**src/rtl/os_xor_accum_pkg.sv**
```systemverilog
// Shared slice-word types and defaults for consumers of the OS_XOR2 slice cells.
package os_pkg;

    localparam int OS_SLICE_W   = 7;
    localparam int OS_FRAME_LEN = 8;

    typedef logic [OS_SLICE_W-1:0] os_slice_t;

    typedef enum logic {
        ACC  = 1'b0,
        HOLD = 1'b1
    } os_acc_state_e;

endpackage

```
**src/rtl/os_xor_accum_if.sv**
```systemverilog
// Beat input and syndrome output handshakes of the XOR accumulator.
interface os_xor_accum_if #(
    parameter int W = os_pkg::OS_SLICE_W
);

    logic         in_valid;
    logic         in_ready;
    logic [W-1:0] in_y;
    logic         in_flush;
    logic         out_valid;
    logic         out_ready;
    logic [W-1:0] out_syn;
    logic         out_nz;

    modport master (
        output in_valid,
        output in_y,
        output in_flush,
        output out_ready,
        input  in_ready,
        input  out_valid,
        input  out_syn,
        input  out_nz
    );

    modport slave (
        input  in_valid,
        input  in_y,
        input  in_flush,
        input  out_ready,
        output in_ready,
        output out_valid,
        output out_syn,
        output out_nz
    );

endinterface

```
**src/rtl/os_xor_accum_out_reg.sv**
```systemverilog
// Syndrome holding register: {nz, syn} with a valid/ready output side.
module os_out_reg
    import os_pkg::*;
#(
    parameter int W = OS_SLICE_W
) (
    input  logic         clk,
    input  logic         rst,
    input  logic         i_load,
    input  logic [W-1:0] i_data,
    input  logic         i_ready,
    output logic         o_valid,
    output logic         o_fire,
    output logic [W-1:0] o_syn,
    output logic         o_nz
);

    os_acc_state_e r_state;
    os_acc_state_e w_state_nxt;
    logic [W:0]    r_data;

    always_ff @(posedge clk) begin
        if (rst) begin
            r_state <= ACC;
        end else begin
            r_state <= w_state_nxt;
        end
    end

    // A load while handing off keeps HOLD and replaces the word.
    always_comb begin
        w_state_nxt = r_state;
        unique case (r_state)
            ACC: begin
                if (i_load) w_state_nxt = HOLD;
            end
            HOLD: begin
                if (i_ready && !i_load) w_state_nxt = ACC;
            end
        endcase
    end

    always_ff @(posedge clk) begin
        if (rst) begin
            r_data <= '0;
        end else if (i_load) begin
            r_data <= {|i_data, i_data};
        end
    end

    always_comb begin
        o_valid = (r_state == HOLD);
        o_fire  = o_valid && i_ready;
        o_syn   = r_data[W-1:0];
        o_nz    = r_data[W];
    end

endmodule

```
**src/rtl/os_xor_accum.sv**
```systemverilog
// Frame XOR accumulator behind the OS_XOR2 slices; define
// OS_XOR_ACCUM_ERRCNT_EN to add the saturating nonzero-syndrome counter.
module os_xor_accum
    import os_pkg::*;
#(
    parameter int W         = OS_SLICE_W,
    parameter int FRAME_LEN = OS_FRAME_LEN,
    parameter int CNT_W     = 16
) (
    input  logic             clk,
    input  logic             rst,
    os_xor_accum_if.slave    bus,
    output logic [CNT_W-1:0] frame_cnt
`ifdef OS_XOR_ACCUM_ERRCNT_EN
    ,
    output logic [CNT_W-1:0] err_cnt
`endif
);

    localparam int BW = 16;
    localparam logic [BW-1:0] LAST = BW'(FRAME_LEN - 1);

    logic [BW-1:0]    r_beat;
    logic [W-1:0]     r_acc;
    logic [CNT_W-1:0] r_frame_cnt;

    logic         w_in_ready;
    logic         w_accept;
    logic         w_last;
    logic         w_load;
    logic [W-1:0] w_next;
    logic         w_out_valid;
    logic         w_fire;
    logic [W-1:0] w_syn;
    logic         w_nz;

    assign w_in_ready = !bus.in_flush && (!w_out_valid || bus.out_ready);
    assign w_accept   = bus.in_valid && w_in_ready;
    assign w_last     = (r_beat == LAST);
    assign w_load     = w_accept && w_last;
    // First beat seeds the accumulator so no explicit clear is needed.
    assign w_next     = (r_beat == '0) ? bus.in_y : (r_acc ^ bus.in_y);

    always_ff @(posedge clk) begin
        if (rst) begin
            r_beat <= '0;
            r_acc  <= '0;
        end else if (bus.in_flush) begin
            r_beat <= '0;
            r_acc  <= '0;
        end else if (w_accept) begin
            if (w_last) begin
                r_beat <= '0;
                r_acc  <= '0;
            end else begin
                r_beat <= r_beat + 1'b1;
                r_acc  <= w_next;
            end
        end
    end

    os_out_reg #(
        .W (W)
    ) u_out_reg (
        .clk     (clk),
        .rst     (rst),
        .i_load  (w_load),
        .i_data  (w_next),
        .i_ready (bus.out_ready),
        .o_valid (w_out_valid),
        .o_fire  (w_fire),
        .o_syn   (w_syn),
        .o_nz    (w_nz)
    );

    always_ff @(posedge clk) begin
        if (rst) begin
            r_frame_cnt <= '0;
        end else if (w_fire) begin
            r_frame_cnt <= r_frame_cnt + 1'b1;
        end
    end

`ifdef OS_XOR_ACCUM_ERRCNT_EN
    logic [CNT_W-1:0] r_err_cnt;

    always_ff @(posedge clk) begin
        if (rst) begin
            r_err_cnt <= '0;
        end else if (w_fire && w_nz && (r_err_cnt != '1)) begin
            r_err_cnt <= r_err_cnt + 1'b1;
        end
    end

    assign err_cnt = r_err_cnt;
`endif

    assign bus.in_ready  = w_in_ready;
    assign bus.out_valid = w_out_valid;
    assign bus.out_syn   = w_syn;
    assign bus.out_nz    = w_nz;
    assign frame_cnt     = r_frame_cnt;

endmodule
```
**src/flat_wrapper.sv**
```systemverilog
// flat-port wrapper written by rule: the top's interface ports become plain ports
module os_xor_accum_flat import os_pkg::*;
#(
    parameter int W         = OS_SLICE_W,
    parameter int FRAME_LEN = OS_FRAME_LEN,
    parameter int CNT_W     = 16
)
  (clk, rst, frame_cnt, bus_in_valid, bus_in_y, bus_in_flush, bus_out_ready, bus_in_ready, bus_out_valid, bus_out_syn, bus_out_nz);
  os_xor_accum_if #(.W(W)) bus_i ();
  input  logic clk;
  input  logic rst;
  output logic [CNT_W-1:0] frame_cnt;
  input wire logic [$bits(bus_i.in_valid)-1:0] bus_in_valid;
  input wire logic [$bits(bus_i.in_y)-1:0] bus_in_y;
  input wire logic [$bits(bus_i.in_flush)-1:0] bus_in_flush;
  input wire logic [$bits(bus_i.out_ready)-1:0] bus_out_ready;
  output wire logic [$bits(bus_i.in_ready)-1:0] bus_in_ready;
  output wire logic [$bits(bus_i.out_valid)-1:0] bus_out_valid;
  output wire logic [$bits(bus_i.out_syn)-1:0] bus_out_syn;
  output wire logic [$bits(bus_i.out_nz)-1:0] bus_out_nz;
  assign bus_i.in_valid = bus_in_valid;
  assign bus_i.in_y = bus_in_y;
  assign bus_i.in_flush = bus_in_flush;
  assign bus_i.out_ready = bus_out_ready;
  assign bus_in_ready = bus_i.in_ready;
  assign bus_out_valid = bus_i.out_valid;
  assign bus_out_syn = bus_i.out_syn;
  assign bus_out_nz = bus_i.out_nz;
  os_xor_accum #(.W(W), .FRAME_LEN(FRAME_LEN), .CNT_W(CNT_W)) u_core (.clk(clk), .rst(rst), .bus(bus_i), .frame_cnt(frame_cnt));
endmodule
```
**config.mk**
```make
export PLATFORM = sky130hd
export DESIGN_NAME = os_xor_accum_flat
export DESIGN_NICKNAME = d
export VERILOG_FILES = /design/src/rtl/os_xor_accum_pkg.sv /design/src/rtl/os_xor_accum_if.sv /design/src/rtl/os_xor_accum_out_reg.sv /design/src/rtl/os_xor_accum.sv /design/src/flat_wrapper.sv
export SDC_FILE = /design/constraint.sdc
export NUM_CORES = 1
export LEC_CHECK = 0
export BUFFER_PORTS_ARGS = -buffer_cell sky130_fd_sc_hd__buf_2
export CAP_MARGIN = 40
export CORE_MARGIN = 1.5
export CORE_UTILIZATION = 60
export DETAILED_ROUTE_END_ITERATION = 8
export PLACE_DENSITY = 0.84
export SLEW_MARGIN = 40
export SYNTH_ARGS = -nofsm -noshare
export SYNTH_HDL_FRONTEND = slang
export SYNTH_SLANG_ARGS = --single-unit
```
**constraint.sdc**
```tcl
create_clock -name clk -period 5 [get_ports clk]
set_clock_uncertainty 0.05 [all_clocks]
set_input_delay 1.5 -clock clk [delete_from_list [all_inputs] [get_ports clk]]
set_output_delay 1.5 -clock clk [all_outputs]
set_load 0.005 [all_outputs]
```
# Word level (Yosys, flattened, before mapping)
# Cells that the tools add are included.
classes:
  n_addsub: 2
  n_eq_ne: 1
  n_mux: 6
  bitwise_logic: 2
  n_reduce_logical: 12
op_table:
  columns: ["operator", "count"]
  rows:
  - ["16-bit by 1-bit adder with 16-bit output (second input constant)", 2]
  - ["16-bit by 3-bit equality test with 1-bit output (second input constant)", 1]
  - ["16-bit zero test", 1]
  - ["16-bit two-way mux", 1]
  - ["7-bit two-way mux", 2]
  - ["7-bit OR reduction", 1]
  - ["7-bit bitwise XOR", 1]
  - ["1-bit logical AND", 5]
  - ["1-bit zero test", 3]
  - ["1-bit two-way mux", 2]
  - ["1-bit case mux with 2 select lines", 1]
  - ["2-bit OR reduction", 1]
  - ["1-bit logical OR", 1]
  - ["1-bit NOT", 1]
word_totals:
  ff_bits: 48

# Logic depth before layout (Yosys ltp)
logic_depth:
  word_depth: 9
  ltp_mapped: 8

# Hierarchy
# From an unflattened synthesis, not the netlist that was laid out.
unflattened:
  cells_unflattened: 274
  hier_area_um2: 2423.6
modules_own_cells:
  columns: ["mod", "instances", "cells_per_inst", "area_per_inst_um2", "seq_area_each_um2"]
  rows:
  - ["os_xor_accum", 1, 241, 2084.5, 780.7]
  - ["os_out_reg", 1, 33, 339.1, 180.2]

# Worst setup path before layout
# Ideal clock, no wire load.
synth_path:
  path_kind: "input-to-output"
  from: "in bus_in_flush"
  to: "out bus_in_ready"
  arrival_time_ps: 1780
  required_time_ps: 3450
  path_slack_ps: 1670
  path_stages: 2
  path_buffers: 1
  cell_sequence: "buf_2 -> nor2_1"
synth_via:
  elab_chain_len: 2
synth_rtl:
  columns: ["element", "line_no", "text"]
  rows:
  - ["start, declared", "flat_wrapper.sv:15", "input wire logic [$bits(bus_i.in_flush)-1:0] bus_in_flush;"]
  - ["1-bit zero test", "os_xor_accum.sv:37", "assign w_in_ready = !bus.in_flush && (!w_out_valid || bus.out_ready);"]
  - ["1-bit logical AND", "os_xor_accum.sv:37", null]
  - ["end, declared", "flat_wrapper.sv:17", "output wire logic [$bits(bus_i.in_ready)-1:0] bus_in_ready;"]
# No other way between the ends.

# Worst setup path in the final report
layout_path:
  from: "in bus_out_ready"
  to: "out bus_in_ready"
layout_via:
  elab_chain_len: 2
layout_rtl:
  columns: ["element", "line_no", "text"]
  rows:
  - ["start, declared", "flat_wrapper.sv:16", "input wire logic [$bits(bus_i.out_ready)-1:0] bus_out_ready;"]
  - ["1-bit logical OR", "os_xor_accum.sv:37", null]
  - ["1-bit logical AND", "os_xor_accum.sv:37", null]
# No other way between the ends.

==> flow_metrics.env <==
export IMPL_status="completed"
export IMPL_final_min_clock_period_ps=3579
export IMPL_grt_setup_unrepaired="false"
export IMPL_post_route_period_util_pct=71.58
export IMPL_grt_start_max_net_pins=30
export IMPL_die_area_sq_mm=0.004486
export IMPL_cts_tree="yes"
export IMPL_clkPwrFrac_pct=38.9
export IMPL_path_buf_inv=2
export IMPL_timing_slew_headroom_pct=46.13
export IMPL_final_common_cell="dfxtp_1"
export IMPL_cpMostUsedCell="buf_2"
export IMPL_setup_viol=0
export IMPL_setup_tns_ps=0
export IMPL_postSynth_asyncResetShare_pct=0
export IMPL_finalInstanceArea_sq_mm=0.002748
export IMPL_slowest_stage="nor2b_4"
export IMPL_cp_cell_sequence="buf_2, nor2b_4, nor2_1, buf_2"
export IMPL_die_w_um=66.98
export IMPL_synth_area_sq_mm=0.002456
export IMPL_finalHoldViolations=0
export IMPL_num_vias=2139
export IMPL_remaining_drc_errors=0
export IMPL_worstHoldStart="u_core.frame_cnt[1]$_SDFFE_PP0P_"
export IMPL_post_cts_setup_buffers=0
export IMPL_avgRoutedWirePerCell_um=13.10
export IMPL_hpwlAfterDp_um=3381
export IMPL_clock_latency_ps=300
export IMPL_p_leak_nw=0.9951
export IMPL_combPwrFrac_pct=6.0
export IMPL_drtAntennaViolNets=0
export IMPL_min_path_type="reg -> reg"
export IMPL_tightest_slew_ps=800.6
export IMPL_reg2reg_slack_ps=2580
export IMPL_r2r_cells=5
export IMPL_ctsHoldBuffers=0
export IMPL_power_switching_mw=0.1517
export IMPL_first_global_vias=1866
export IMPL_rr_endpoint="u_core.r_beat[10]$_SDFFE_PP0P_"
export IMPL_synth_cell_types=44
export IMPL_syn_num_nets=305
export IMPL_layout_common_cells="dfxtp_1 (48), nor2_1 (45), buf_2 (37)"
export IMPL_clk_pin_slew_ps=80
export IMPL_htreeDepth=2
export IMPL_cpPeakStageDelay_ps=210
export IMPL_syn2layout_area_growth_pct=11.87
export IMPL_min_to="u_core.frame_cnt[1]$_SDFFE_PP0P_"
export IMPL_syn_area_per_cell_sq_um=8.469
export IMPL_grt_ovfl_total=0
export IMPL_place_congestion=0.7640
export IMPL_diodes=0
export IMPL_swShare_pct=21.71
export IMPL_nNetsFinal=337
export IMPL_clk_path_buf_depth=2
export IMPL_min_path_cells=2
export IMPL_slew_viol_final=0
export IMPL_grt_pass1_wl_um=8197
export IMPL_powerDensity_mw_per_mm2=254.3
export IMPL_root_buffer="clkbuf_8"
export IMPL_grt_usage_pct=23.90
export IMPL_crit_type="in -> out"
export IMPL_via_per_inst=5.735
export IMPL_first_iter_violations=111
export IMPL_utilization_pct=69.19
export IMPL_ys_seq_elements=48
export IMPL_synth_edff_count=0
export IMPL_start_util_pct=61.85
export IMPL_crit_arrival_ps=2030
export IMPL_critical_path_top_delay_family="simple AND/OR/NAND/NOR gates"
export IMPL_die_height_um=66.98
export IMPL_drt_pass1_iterations=4
export IMPL_yosysWarnings=0
export IMPL_num_io_pins=38
export IMPL_cts_inserted_buffers=5
export IMPL_end_kind="output port"
export IMPL_yosysSeqAreaShare_pct=39.12
export IMPL_rows=23
export IMPL_io_buffers=37
export IMPL_fin_total_pwr_mw=0.6987
export IMPL_drt_wl_total_um=4885
export IMPL_post_cts_resized=0
export IMPL_core_sq_mm=0.003971
export IMPL_netlist_instances=290
export IMPL_antenna_found_initial=0
export IMPL_fmax_ghz=0.2794
export IMPL_cap_violations=0
export IMPL_fillers=339
export IMPL_clock_sinks=48
export IMPL_ir_drop_mv=0.1907
export IMPL_hold_ws_ps=444.9
export IMPL_seq_power_share_pct=55.2
export IMPL_r2r_start="u_core.r_beat[11]$_SDFFE_PP0P_"
export IMPL_drive_above_1_share_pct=18.27
export IMPL_path_max_fanout=6
export IMPL_ys_flop_type="dfxtp_1"
export IMPL_place_area_sq_mm=0.002640
export IMPL_p_int_mw=0.5470
export IMPL_start_kind="primary input"
export IMPL_crit_required_ps=3450
## power groups by stage
stage          Sequential [mW]  Clock, mW  Combinational [mW]
2_1_floorplan            0.394          0              0.0294
3_3_place_gp             0.394          0              0.0405
3_5_place_dp             0.394          0              0.0411
4_1_cts                  0.385      0.277              0.0417
5_1_grt                  0.386      0.293              0.0468
6_report                 0.385      0.272              0.0416
## how the worst max path moves through the flow
| stage | startpoint | slack, ps | end | cells past startpoint |
|---|---|---|---|---|
| after floorplan | bus_in_flush | 1670 | bus_in_ready | 2 |
| after detailed placement | bus_out_ready | 1430 | bus_in_ready | 4 |
| final | bus_out_ready | 1420 | bus_in_ready | 4 |
| after global placement | bus_out_ready | 1440 | bus_in_ready | 4 |
| after CTS | bus_out_ready | 1420 | bus_in_ready | 4 |
| after global routing | bus_out_ready | 1370 | bus_in_ready | 4 |
## registers in the layout (all words and copies together), names as in the netlist
signal,flops
u_core.u_out_reg.r_data,8
u_core.r_acc,7
u_core.frame_cnt,16
u_core.r_beat,16
u_core.u_out_reg.o_valid,1
## worst min-delay path: stages (launching register included)
cell and delay, ps:
dfxtp_1 340, nand2_1 60, a21oi_1 50
## synth_stat cells (2+ instances only)
cell | number | share of area, %
ha_1 | 3 | 1.5
nand2_1 | 35 | 5.3
nand4_1 | 7 | 1.8
a21oi_1 | 4 | 0.82
nor3_4 | 2 | 1.3
or3_1 | 2 | 0.51
dfxtp_1 | 48 | 39
o22ai_1 | 9 | 2.3
buf_2 | 3 | 0.61
xnor2_1 | 18 | 6.4
buf_6 | 2 | 0.92
clkbuf_1 | 7 | 1.1
nor2_1 | 45 | 6.9
inv_1 | 7 | 1.1
xor2_1 | 20 | 7.1
a211oi_1 | 6 | 1.8
nand3b_1 | 2 | 0.61
nor4_1 | 5 | 1.3
nor3_1 | 11 | 2.2
and3_1 | 3 | 0.76
and4_1 | 3 | 1.1
o31a_1 | 7 | 2.5
nor4_2 | 2 | 1.0
o21ai_0 | 5 | 1.0
nand3_1 | 15 | 3.1
## cell type report
cell class / count / area [sq um] / area share (%)
clock buffer: 6 / 72.57 / 2.641
clock inverter: 2 / 35.03 / 1.275
inverter: 7 / 26.28 / 0.9563
multi-input combinational: 222 / 1398 / 50.87
sequential: 48 / 960.9 / 34.97
tap: 50 / 62.56 / 2.277
timing repair buffer: 38 / 192.7 / 7.013
## routing by layer
metal  part of all wire (%)  track usage, %  wire, um
met1                     45           29.29      2177
met2                     50           41.25      2422
met3                    4.9           5.574       239
met4                   0.92           7.398        45
met5                      0               0         0
## kinds of logic after synthesis
kind of cell | Yosys count | share of synthesized area, %
XOR/XNOR | 38 | 13.55
adder cells (fa/ha/maj) | 3 | 1.528
buffers and inverters | 20 | 3.974
flip-flops | 48 | 39.12
AND/OR/NAND/NOR | 142 | 30.36
multiplexers | 1 | 0.4584
AO/OA/AOI/OAI | 38 | 11.00
## stage by stage
step	instances	worst slack, ps
after floorplan	290	1670
after global placement	365	1436
after detailed placement	365	1426
after CTS	373	1423
after global routing	373	1374
final	373	1421
Power figures use the tool's default switching activity.
